$ cat config.mk
export PLATFORM = sky130hd
export DESIGN_NAME = floor_request_loader
export DESIGN_NICKNAME = d
export VERILOG_FILES = /design/src/rtl/floor_request_loader.sv
export SDC_FILE = /design/constraint.sdc
export NUM_CORES = 1
export LEC_CHECK = 0
export CAP_MARGIN = 0
export CORE_UTILIZATION = 35
export CTS_CLUSTER_SIZE = 12
export DETAILED_ROUTE_END_ITERATION = 8
export SLEW_MARGIN = 20
export SYNTH_ARGS = -nofsm -noshare
export SYNTH_HDL_FRONTEND = slang
export SYNTH_SLANG_ARGS = --single-unit
$ cat constraint.sdc
create_clock -name clock -period 5.31 [get_ports clock]
set_input_delay 0.531 -clock clock [delete_from_list [all_inputs] [get_ports clock]]
set_output_delay 0.531 -clock clock [all_outputs]
set_load 0.01 [all_outputs]
$ cat src/rtl/floor_request_loader.sv
// Purpose : writer side of the floor-request slot bank; edge-captures button presses and
//           loads each new floor as a one-hot byte into a free slot, clears slots on serve.
// Latency : press sampled on edge k -> LOAD high in cycle k+2; at most one LOAD per 2 cycles.
// Backpressure: when every slot is occupied, requests wait in the latch (no loss, no LOAD).
//
// Ports:
//   clock     - rising-edge clock
//   RESET     - synchronous, active-high reset
//   BTN       - button levels, bit i = floor i (any number of bits high)
//   SERVED    - one-cycle one-hot pulse: car stopped at that floor
//   LOAD      - one-cycle write strobe to the slot bank
//   SLOT_SEL  - slot index written while LOAD=1 (0 otherwise)
//   SLOT_DATA - one-hot floor written while LOAD=1 (0 otherwise)
//   CLR       - one-cycle strobe: zero slot CLR_SEL
//   CLR_SEL   - slot index cleared while CLR=1 (0 otherwise)
//   PENDING   - floors currently held in a valid slot
//   COUNT     - number of occupied slots
//   FULL      - all slots occupied
module floor_request_loader #(
   parameter int N_FLOORS = 8,
   parameter int N_SLOTS  = 4,
   localparam int FW = $clog2(N_FLOORS),
   localparam int SW = $clog2(N_SLOTS),
   localparam int CW = $clog2(N_SLOTS + 1)
) (
   input  logic                clock,
   input  logic                RESET,
   input  logic [N_FLOORS-1:0] BTN,
   input  logic [N_FLOORS-1:0] SERVED,
   output logic                LOAD,
   output logic [SW-1:0]       SLOT_SEL,
   output logic [N_FLOORS-1:0] SLOT_DATA,
   output logic                CLR,
   output logic [SW-1:0]       CLR_SEL,
   output logic [N_FLOORS-1:0] PENDING,
   output logic [CW-1:0]       COUNT,
   output logic                FULL
);

   typedef enum logic {IDLE = 1'b0, WRITE = 1'b1} state_t;

   // Registered state
   state_t                state_q,  state_d;
   logic [N_FLOORS-1:0]   btn_q,    btn_d;
   logic [N_FLOORS-1:0]   req_q,    req_d;
   logic [N_SLOTS-1:0]    valid_q,  valid_d;
   logic [FW-1:0]         floor_q [N_SLOTS];
   logic [FW-1:0]         floor_d [N_SLOTS];
   logic [FW-1:0]         f_q,      f_d;      // floor chosen for the current write
   logic [SW-1:0]         s_q,      s_d;      // slot chosen for the current write
   logic [CW-1:0]         count_q,  count_d;
   logic                  full_q,   full_d;

   // Combinational helpers
   logic [N_FLOORS-1:0]   pending;
   logic [N_FLOORS-1:0]   new_req;
   logic [N_FLOORS-1:0]   cand;
   logic                  clr_hit;
   logic [SW-1:0]         clr_idx;
   logic                  write_kill;
   logic                  load;

   function automatic logic [FW-1:0] lowest_floor(input logic [N_FLOORS-1:0] v);
      logic [FW-1:0] r;
      r = '0;
      for (int i = N_FLOORS - 1; i >= 0; i--) begin
         if (v[i]) r = FW'(i);
      end
      return r;
   endfunction

   function automatic logic [SW-1:0] lowest_slot(input logic [N_SLOTS-1:0] v);
      logic [SW-1:0] r;
      r = '0;
      for (int i = N_SLOTS - 1; i >= 0; i--) begin
         if (v[i]) r = SW'(i);
      end
      return r;
   endfunction

   // Decode of the slot table: pending floors and the slot hit by a serve pulse.
   always_comb begin
      pending = '0;
      clr_hit = 1'b0;
      clr_idx = '0;
      for (int s = 0; s < N_SLOTS; s++) begin
         if (valid_q[s]) pending[floor_q[s]] = 1'b1;
         // SERVED is one-hot and floors are unique across slots, so at most one hit.
         if (valid_q[s] && SERVED[floor_q[s]] && !clr_hit) begin
            clr_hit = 1'b1;
            clr_idx = SW'(s);
         end
      end
   end

   always_comb begin
      // Rising edges of non-pending floors; a serve in the same cycle discards the press.
      new_req    = BTN & ~btn_q & ~pending & ~SERVED;
      write_kill = (state_q == WRITE) && SERVED[f_q];
      load       = (state_q == WRITE) && !write_kill;

      btn_d = BTN;

      req_d = (req_q | new_req) & ~SERVED;
      if (load) req_d[f_q] = 1'b0;

      valid_d = valid_q;
      floor_d = floor_q;
      if (clr_hit) valid_d[clr_idx] = 1'b0;
      if (load) begin
         valid_d[s_q] = 1'b1;
         floor_d[s_q] = f_q;
      end

      // Allocation decision uses the registered free mask, so a slot freed this
      // cycle is only seen by the next IDLE decision.
      cand    = req_q & ~SERVED;
      state_d = state_q;
      f_d     = f_q;
      s_d     = s_q;
      case (state_q)
         IDLE: begin
            if ((cand != '0) && !full_q) begin
               state_d = WRITE;
               f_d     = lowest_floor(cand);
               s_d     = lowest_slot(~valid_q);
            end
         end
         WRITE: begin
            state_d = IDLE;
         end
         default: begin
            state_d = IDLE;
         end
      endcase

      count_d = '0;
      for (int s = 0; s < N_SLOTS; s++) begin
         count_d = count_d + CW'(valid_d[s]);
      end
      full_d = (count_d == CW'(N_SLOTS));
   end

   always_ff @(posedge clock) begin
      if (RESET) begin
         state_q <= IDLE;
         // History takes the current levels so a button held through reset
         // needs a fresh press to request again.
         btn_q   <= BTN;
         req_q   <= '0;
         valid_q <= '0;
         for (int s = 0; s < N_SLOTS; s++) floor_q[s] <= '0;
         f_q     <= '0;
         s_q     <= '0;
         count_q <= '0;
         full_q  <= 1'b0;
      end else begin
         state_q <= state_d;
         btn_q   <= btn_d;
         req_q   <= req_d;
         valid_q <= valid_d;
         floor_q <= floor_d;
         f_q     <= f_d;
         s_q     <= s_d;
         count_q <= count_d;
         full_q  <= full_d;
      end
   end

   assign LOAD      = load;
   assign SLOT_SEL  = load ? s_q : '0;
   assign SLOT_DATA = load ? (N_FLOORS'(1) << f_q) : '0;
   assign CLR       = clr_hit;
   assign CLR_SEL   = clr_idx;
   assign PENDING   = pending;
   assign COUNT     = count_q;
   assign FULL      = full_q;

endmodule

# Yosys cells after proc, flatten, opt, wreduce, memory -nomap -nowiden
# Cells that the tools add are included.
[classes] add_sub_neg=3 n_lt_le_gt_ge=16 n_eq_ne=1 n_shift=1 n_mux=57 n_bitwise=20 reduce_logical=25
[op_table] cell="$and A8 B8 Y8" count=6
[op_table] cell="$mux W8" count=6
[op_table] cell="$not A8 Y8" count=4
[op_table] cell="$or A8 B8 Y8" count=4
[op_table] cell="$mux W3" count=9
[op_table] cell="$lt A3 B4 Y1 const B" count=5
[op_table] cell="$logic_and A1 B1 Y1" count=18
[op_table] cell="$mux W1" count=18
[op_table] cell="$bmux W1 S3" count=5
[op_table] cell="$demux W1 S3" count=5
[op_table] cell="$ge A3 B1 Y1 const B" count=5
[op_table] cell="$mux W2" count=7
[op_table] cell="$bwmux W12" count=1
[op_table] cell="$mux W4" count=2
[op_table] cell="$not A4 Y4" count=2
[op_table] cell="$reduce_bool A8 Y1" count=1
[op_table] cell="$shl A1 B3 Y8 const A" count=1
[op_table] cell="$demux W3 S2" count=1
[op_table] cell="$lt A2 B3 Y1 const B" count=2
[op_table] cell="$logic_not A1 Y1" count=5
[op_table] cell="$and A4 B4 Y4" count=1
[op_table] cell="$demux W1 S2" count=2
[op_table] cell="$ge A2 B1 Y1 const B" count=2
[op_table] cell="$or A4 B4 Y4" count=1
[op_table] cell="10 further kinds" count=10
[totals] regBits=42 in_bits=18 out_inout_bits=26 word_cells=135

# Logic depth before layout (Yosys ltp)
[depth] ltp_word=26 ltp_mapped=11 ltp_nobuf=10

# Least setup slack after synthesis
# OpenSTA, ideal clock, no wires.
[synth_path] path_kind="in2reg" from="input SERVED[3]" to="register count_q[1], in the netlist COUNT[1]" arrival_ns=2.827 t_required_ns=5.182 slack_ns=2.355 stages=10 n_path_buf=1 path_cell_list="mux4_2 -> mux2i_4 -> and3_1 -> and2_1 -> buf_2 -> a21o_1 -> fa_1 -> ha_1 -> ha_1 -> nor2b_1"
[synth_lines] item="from (decl)" line="29" source="input logic [N_FLOORS-1:0] SERVED,"
[synth_lines] item="$bmux W1 S3" line="89" source="if (valid_q[s] && SERVED[floor_q[s]] && !clr_hit) begin"
[synth_lines] item="$mux W1 (not written as such)" line="89"
[synth_lines] item="$logic_and A1 B1 Y1" line="89"
[synth_lines] item="$mux W1" line="89"
[synth_lines] item="$logic_not A1 Y1" line="89"
[synth_lines] item="$logic_and A1 B1 Y1" line="89"
[synth_lines] item="$mux W1" line="89"
[synth_lines] item="$logic_not A1 Y1" line="89"
[synth_lines] item="[... 9 more ...]"
[synth_lines] item="$not A4 Y4 (no line)"
[synth_lines] item="$and A4 B4 Y4 (no line)"
[synth_lines] item="$mux W4" line="109" source="if (clr_hit) valid_d[clr_idx] = 1'b0;"
[synth_lines] item="$or A4 B4 Y4 (no line)"
[synth_lines] item="$mux W4 (*)" line="110" source="if (load) begin"
[synth_lines] item="via valid_d[3]" line="46" source="logic [N_SLOTS-1:0] valid_q, valid_d;"
[synth_lines] item="$add A3 B1 Y3 (*)" line="139" source="count_d = count_d + CW'(valid_d[s]);"
[synth_lines] item="via count_d[1]" line="51" source="logic [CW-1:0] count_q, count_d;"
[synth_lines] item="to (signal assigned)" line="165" source="count_q <= count_d;"
[synth_lines] item="to (decl)" line="51"
# The timed path passes the listed nets; every way through them passes the cells marked *. The select of a mux whose other input is x is not followed.
# A chain may end at the register's enable or synchronous reset.

# Worst setup path after layout
[layout_path] from="input SERVED[3]" to="output SLOT_DATA[0]"
[layout_via] elab_chain_len=6
[layout_rtl] item="$bmux W1 S3" line="99" source="write_kill = (state_q == WRITE) && SERVED[f_q];"
[layout_rtl] item="$mux W1 (not written as such)" line="99"
[layout_rtl] item="$logic_and A1 B1 Y1" line="99"
[layout_rtl] item="$logic_not A1 Y1" line="100" source="load = (state_q == WRITE) && !write_kill;"
[layout_rtl] item="$logic_and A1 B1 Y1" line="100"
[layout_rtl] item="$mux W8" line="172" source="assign SLOT_DATA = load ? (N_FLOORS'(1) << f_q) : '0;"
[layout_rtl] item="to (decl)" line="32" source="output logic [N_FLOORS-1:0] SLOT_DATA,"
# Every way passes these cells. The select of a mux whose other input is x is not followed.

==> results.md <==
* Result of the run: finished clean
* Worst min-delay path category: register to register
* Final-report hold violation count at 0
* Summed instance area of the synthesized netlist at 2308 um2
* Total congestion overflow at 0
* Cell count of the worst reg-to-reg path at 10
* Static leakage at 0.001073 uW
* Worst Path Class, Setup: input port to output port
* Final setup viols at 0
* Clock root cell: clkbuf_8
* Synthesis-stage register bit count at 42
* Gates resized, CTS repair at 0
* CTS H-tree lvls at 2
* Share of flip-flops with an asynchronous set or reset after synthesis at 0%
* Yosys warns at 0
* Area of the die at 6925 um2
* Total Negative Setup Slacks at 0 ns
* Count of pins on the block boundary at 44
* Detailed placement HPWL at 4818 um
* Clock transition time at the flip-flop clock pins of the worst setup and hold paths at 0.08 ns
* Vertical extent of the die at 83.22 um
* Pin count of the biggest net entering global routing at 34
* Global routing usage on met3 at 4.473%
* Highest fanout seen on the critical path at 7
* VDD IR max at 0.0001640 V
* Die W at 83.22 um
* Max_cap viols at 0
* Hold-fix buffers, CTS at 0
* Worst path arrival time at 2.91 ns
* GRT Total Usage at 19.61%
* Met2 global-route usage at 30.92%
* Number of synthesized flops with an enable pin at 0
* Required time of the critical path at 4.78 ns
* Startpoint class of the critical path: input port
* Initial standard-cell utilization of the core at 36.35%
* Number of global-route vias before repair at 2028
* Standard-cell row count at 29
* WHS Path Cells at 2
* Total setup buffers inserted after CTS at 0
* TritonCTS sink count at 42
* Remaining antenna violation count at 0
* Final cell count without fillers at 373
* Portion of the post-synthesis area used by sequential elements at 36.42%
* Synthesized area divided by synthesized cell count at 9.017 um2
* Placed Instances at 365
* Busiest metal layer after global routing: met2
* Final net count at 316
* # DRC at 0
* Count of inserted antenna diode cells at 0
* Drt via density at 5.568
* Peak Freq at 0.2906 GHz
* Fraction of layout cells with a size suffix above 1 at 6.419%
* Remaining max-slew budget at the tightest pin at 65.02%
* Overall via count from detail_route at 2077
* CP endpoint kind: output port
* Port-buffer cells at 43
* Worst setup slack for register-to-register paths at 1.96 ns
* Unrepaired setup endpoints after global routing: no
* Detailed Route WL at 6379 um
* Unique masters post-synth at 43
* Wire length of the first global-routing pass at 10570 um
* Initial antenna violation count at 0
* Max Root-Sink Buffers at 2
* Final Critical Period at 3.442 ns
* Dominant register cell in the synthesized netlist: dfxtp_1
* Post-synthesis net count at 277
* Worst-skew pair later-pin latency at 0.30 ns
* Post-route fraction of the period consumed by the critical path at 64.81%
* Max-slew violation total from the final report at 0
* Count of mapped cells out of synthesis at 256
* Clock tree from TritonCTS: built
* Average routed wire per standard cell at 17.10 um
* Largest clock skew in the final design at 0.007425 ns
* Final weighted congestion in routability-driven placement at 0.8291
* Drt first-iter violations at 164
* Core outline area at 6350 um2
* Worst Max-Slew Pin Slew at 0.5239 ns
* Met1 layer usage reported by global route at 26.17%
* Area growth syn-to-layout at 25.64%
* Number of detailed-route iterations in the first pass at 4
* TritonCTS buffer count at 5
* PD cells at 226.9 nW/um2
[sequential cells by signal, summed over array words and instances (netlist names)]
name	flops
COUNT	3
FULL	1
btn_q	8
f_q	3
floor_q	12
req_q	8
s_q	2
state_q	1
valid_q	4
[final timing paths]
check | start | endpoint
max | SERVED[3] | SLOT_DATA[0]
min | req_q[2] | req_q[2]
max reg2reg | f_q[0] | FULL
min reg2reg | req_q[2] | req_q[2]
[placed cells by master (no fill, tap or decap), types with 3 or more instances in the layout]
master / instances
inv_1: 7
nand3_1: 4
nand2b_1: 14
a32oi_1: 4
a221o_1: 3
o22ai_1: 3
mux4_2: 8
a21oi_1: 10
nor4_1: 8
dfxtp_1: 42
nor2b_1: 18
nand3b_1: 3
mux2i_1: 16
nor2_1: 32
nand2_1: 20
clkbuf_8: 5
and2_1: 5
o221ai_1: 4
nor3b_1: 7
clkdlybuf4s50_1: 43
[power breakdown]
part	total [uW]	switching [uW]	internal [uW]
clock	252	111	141
combinational	72.7	35.6	37.1
sequential	334	10.5	323
[stage by stage]
| stage | hold WS (ns) | setup WS [ns] | cell area, um2 | utilization [%] | power [uW] |
|---|---|---|---|---|---|
| 6_report | 0.4925 | 1.868 | 2900 | 45.67 | 658.2 |
| 3_3_place_gp | 0.4776 | 1.569 | 2794 | 44.00 | 412.8 |
| 5_1_grt | 0.5103 | 1.609 | 2900 | 45.67 | 682.5 |
| 2_1_floorplan | 0.4608 | 2.355 | 2308 | - | 379.5 |
| 3_5_place_dp | 0.4823 | 1.554 | 2794 | 44.00 | 413.5 |
| 4_1_cts | 0.4956 | 1.865 | 2900 | 45.67 | 660.8 |
[cells in the mapped netlist, types with 2 or more instances]
| cell | instances | area, um2 |
|---|---|---|
| and3_1 | 2 | 12.51 |
| nand2b_1 | 14 | 87.58 |
| a211oi_1 | 2 | 15.01 |
| nor2b_1 | 18 | 112.6 |
| nor4_1 | 8 | 50.05 |
| buf_2 | 3 | 15.01 |
| o32ai_1 | 2 | 17.52 |
| or3_1 | 2 | 12.51 |
| a21o_1 | 2 | 15.01 |
| a221o_1 | 3 | 30.03 |
| a32oi_1 | 4 | 35.03 |
| inv_1 | 7 | 26.28 |
| mux2i_1 | 16 | 160.2 |
| a211o_1 | 2 | 17.52 |
| o31a_1 | 2 | 17.52 |
| o31ai_1 | 2 | 15.01 |
| nand3_1 | 4 | 20.02 |
| dfxtp_1 | 42 | 840.8 |
| o21ai_1 | 2 | 10.01 |
| and2_1 | 5 | 31.28 |
| o22ai_1 | 3 | 18.77 |
| nor2_1 | 32 | 120.1 |
| ha_1 | 2 | 25.02 |
| nor3b_1 | 7 | 52.55 |
| o221ai_1 | 4 | 35.03 |
| or2_1 | 2 | 12.51 |
| clkbuf_1 | 9 | 33.78 |
| nor3_1 | 2 | 10.01 |
| nand2_1 | 20 | 75.07 |
| a32o_1 | 2 | 20.02 |
| a21oi_1 | 10 | 50.05 |
| nand3b_1 | 3 | 22.52 |
| mux4_2 | 8 | 180.2 |
[per-layer routing]
layer,vias up,wire length [um]
li1,1004,-
met4,0,114
met5,-,0
met2,58,2972
met1,999,2938
met3,16,353
[area by class of cell]
cell class,instances,area [um2]
clock buffers,7,76.32
clock inverters,1,30.03
fillers,621,3450
inverters,7,26.28
multi-input cells,195,1393
flip-flops and latches,42,840.8
well taps,77,96.34
repair buffers,44,437.9
[logic make-up (layout without fill, tap and decap cells)]
kind of cell             after synthesis  after routing  share of synthesized area [%]
flip-flops                            42             42                          36.42
buffers and inverters                 19             59                          3.252
AND/OR/NAND/NOR                      124            124                          28.73
adder cells (fa/ha/maj)                3              3                          1.951
multiplexers                          25             25                          15.72
AO/OA/AOI/OAI                         43             43                          13.93
[worst max-delay path, stage by stage]
cell and delay (ns):
clkdlybuf4s50_1 0.55, mux4_2 0.57, or3b_1 0.44, nor3_1 0.23, clkdlybuf4s50_1 0.59
Power figures use the tool's default switching activity.
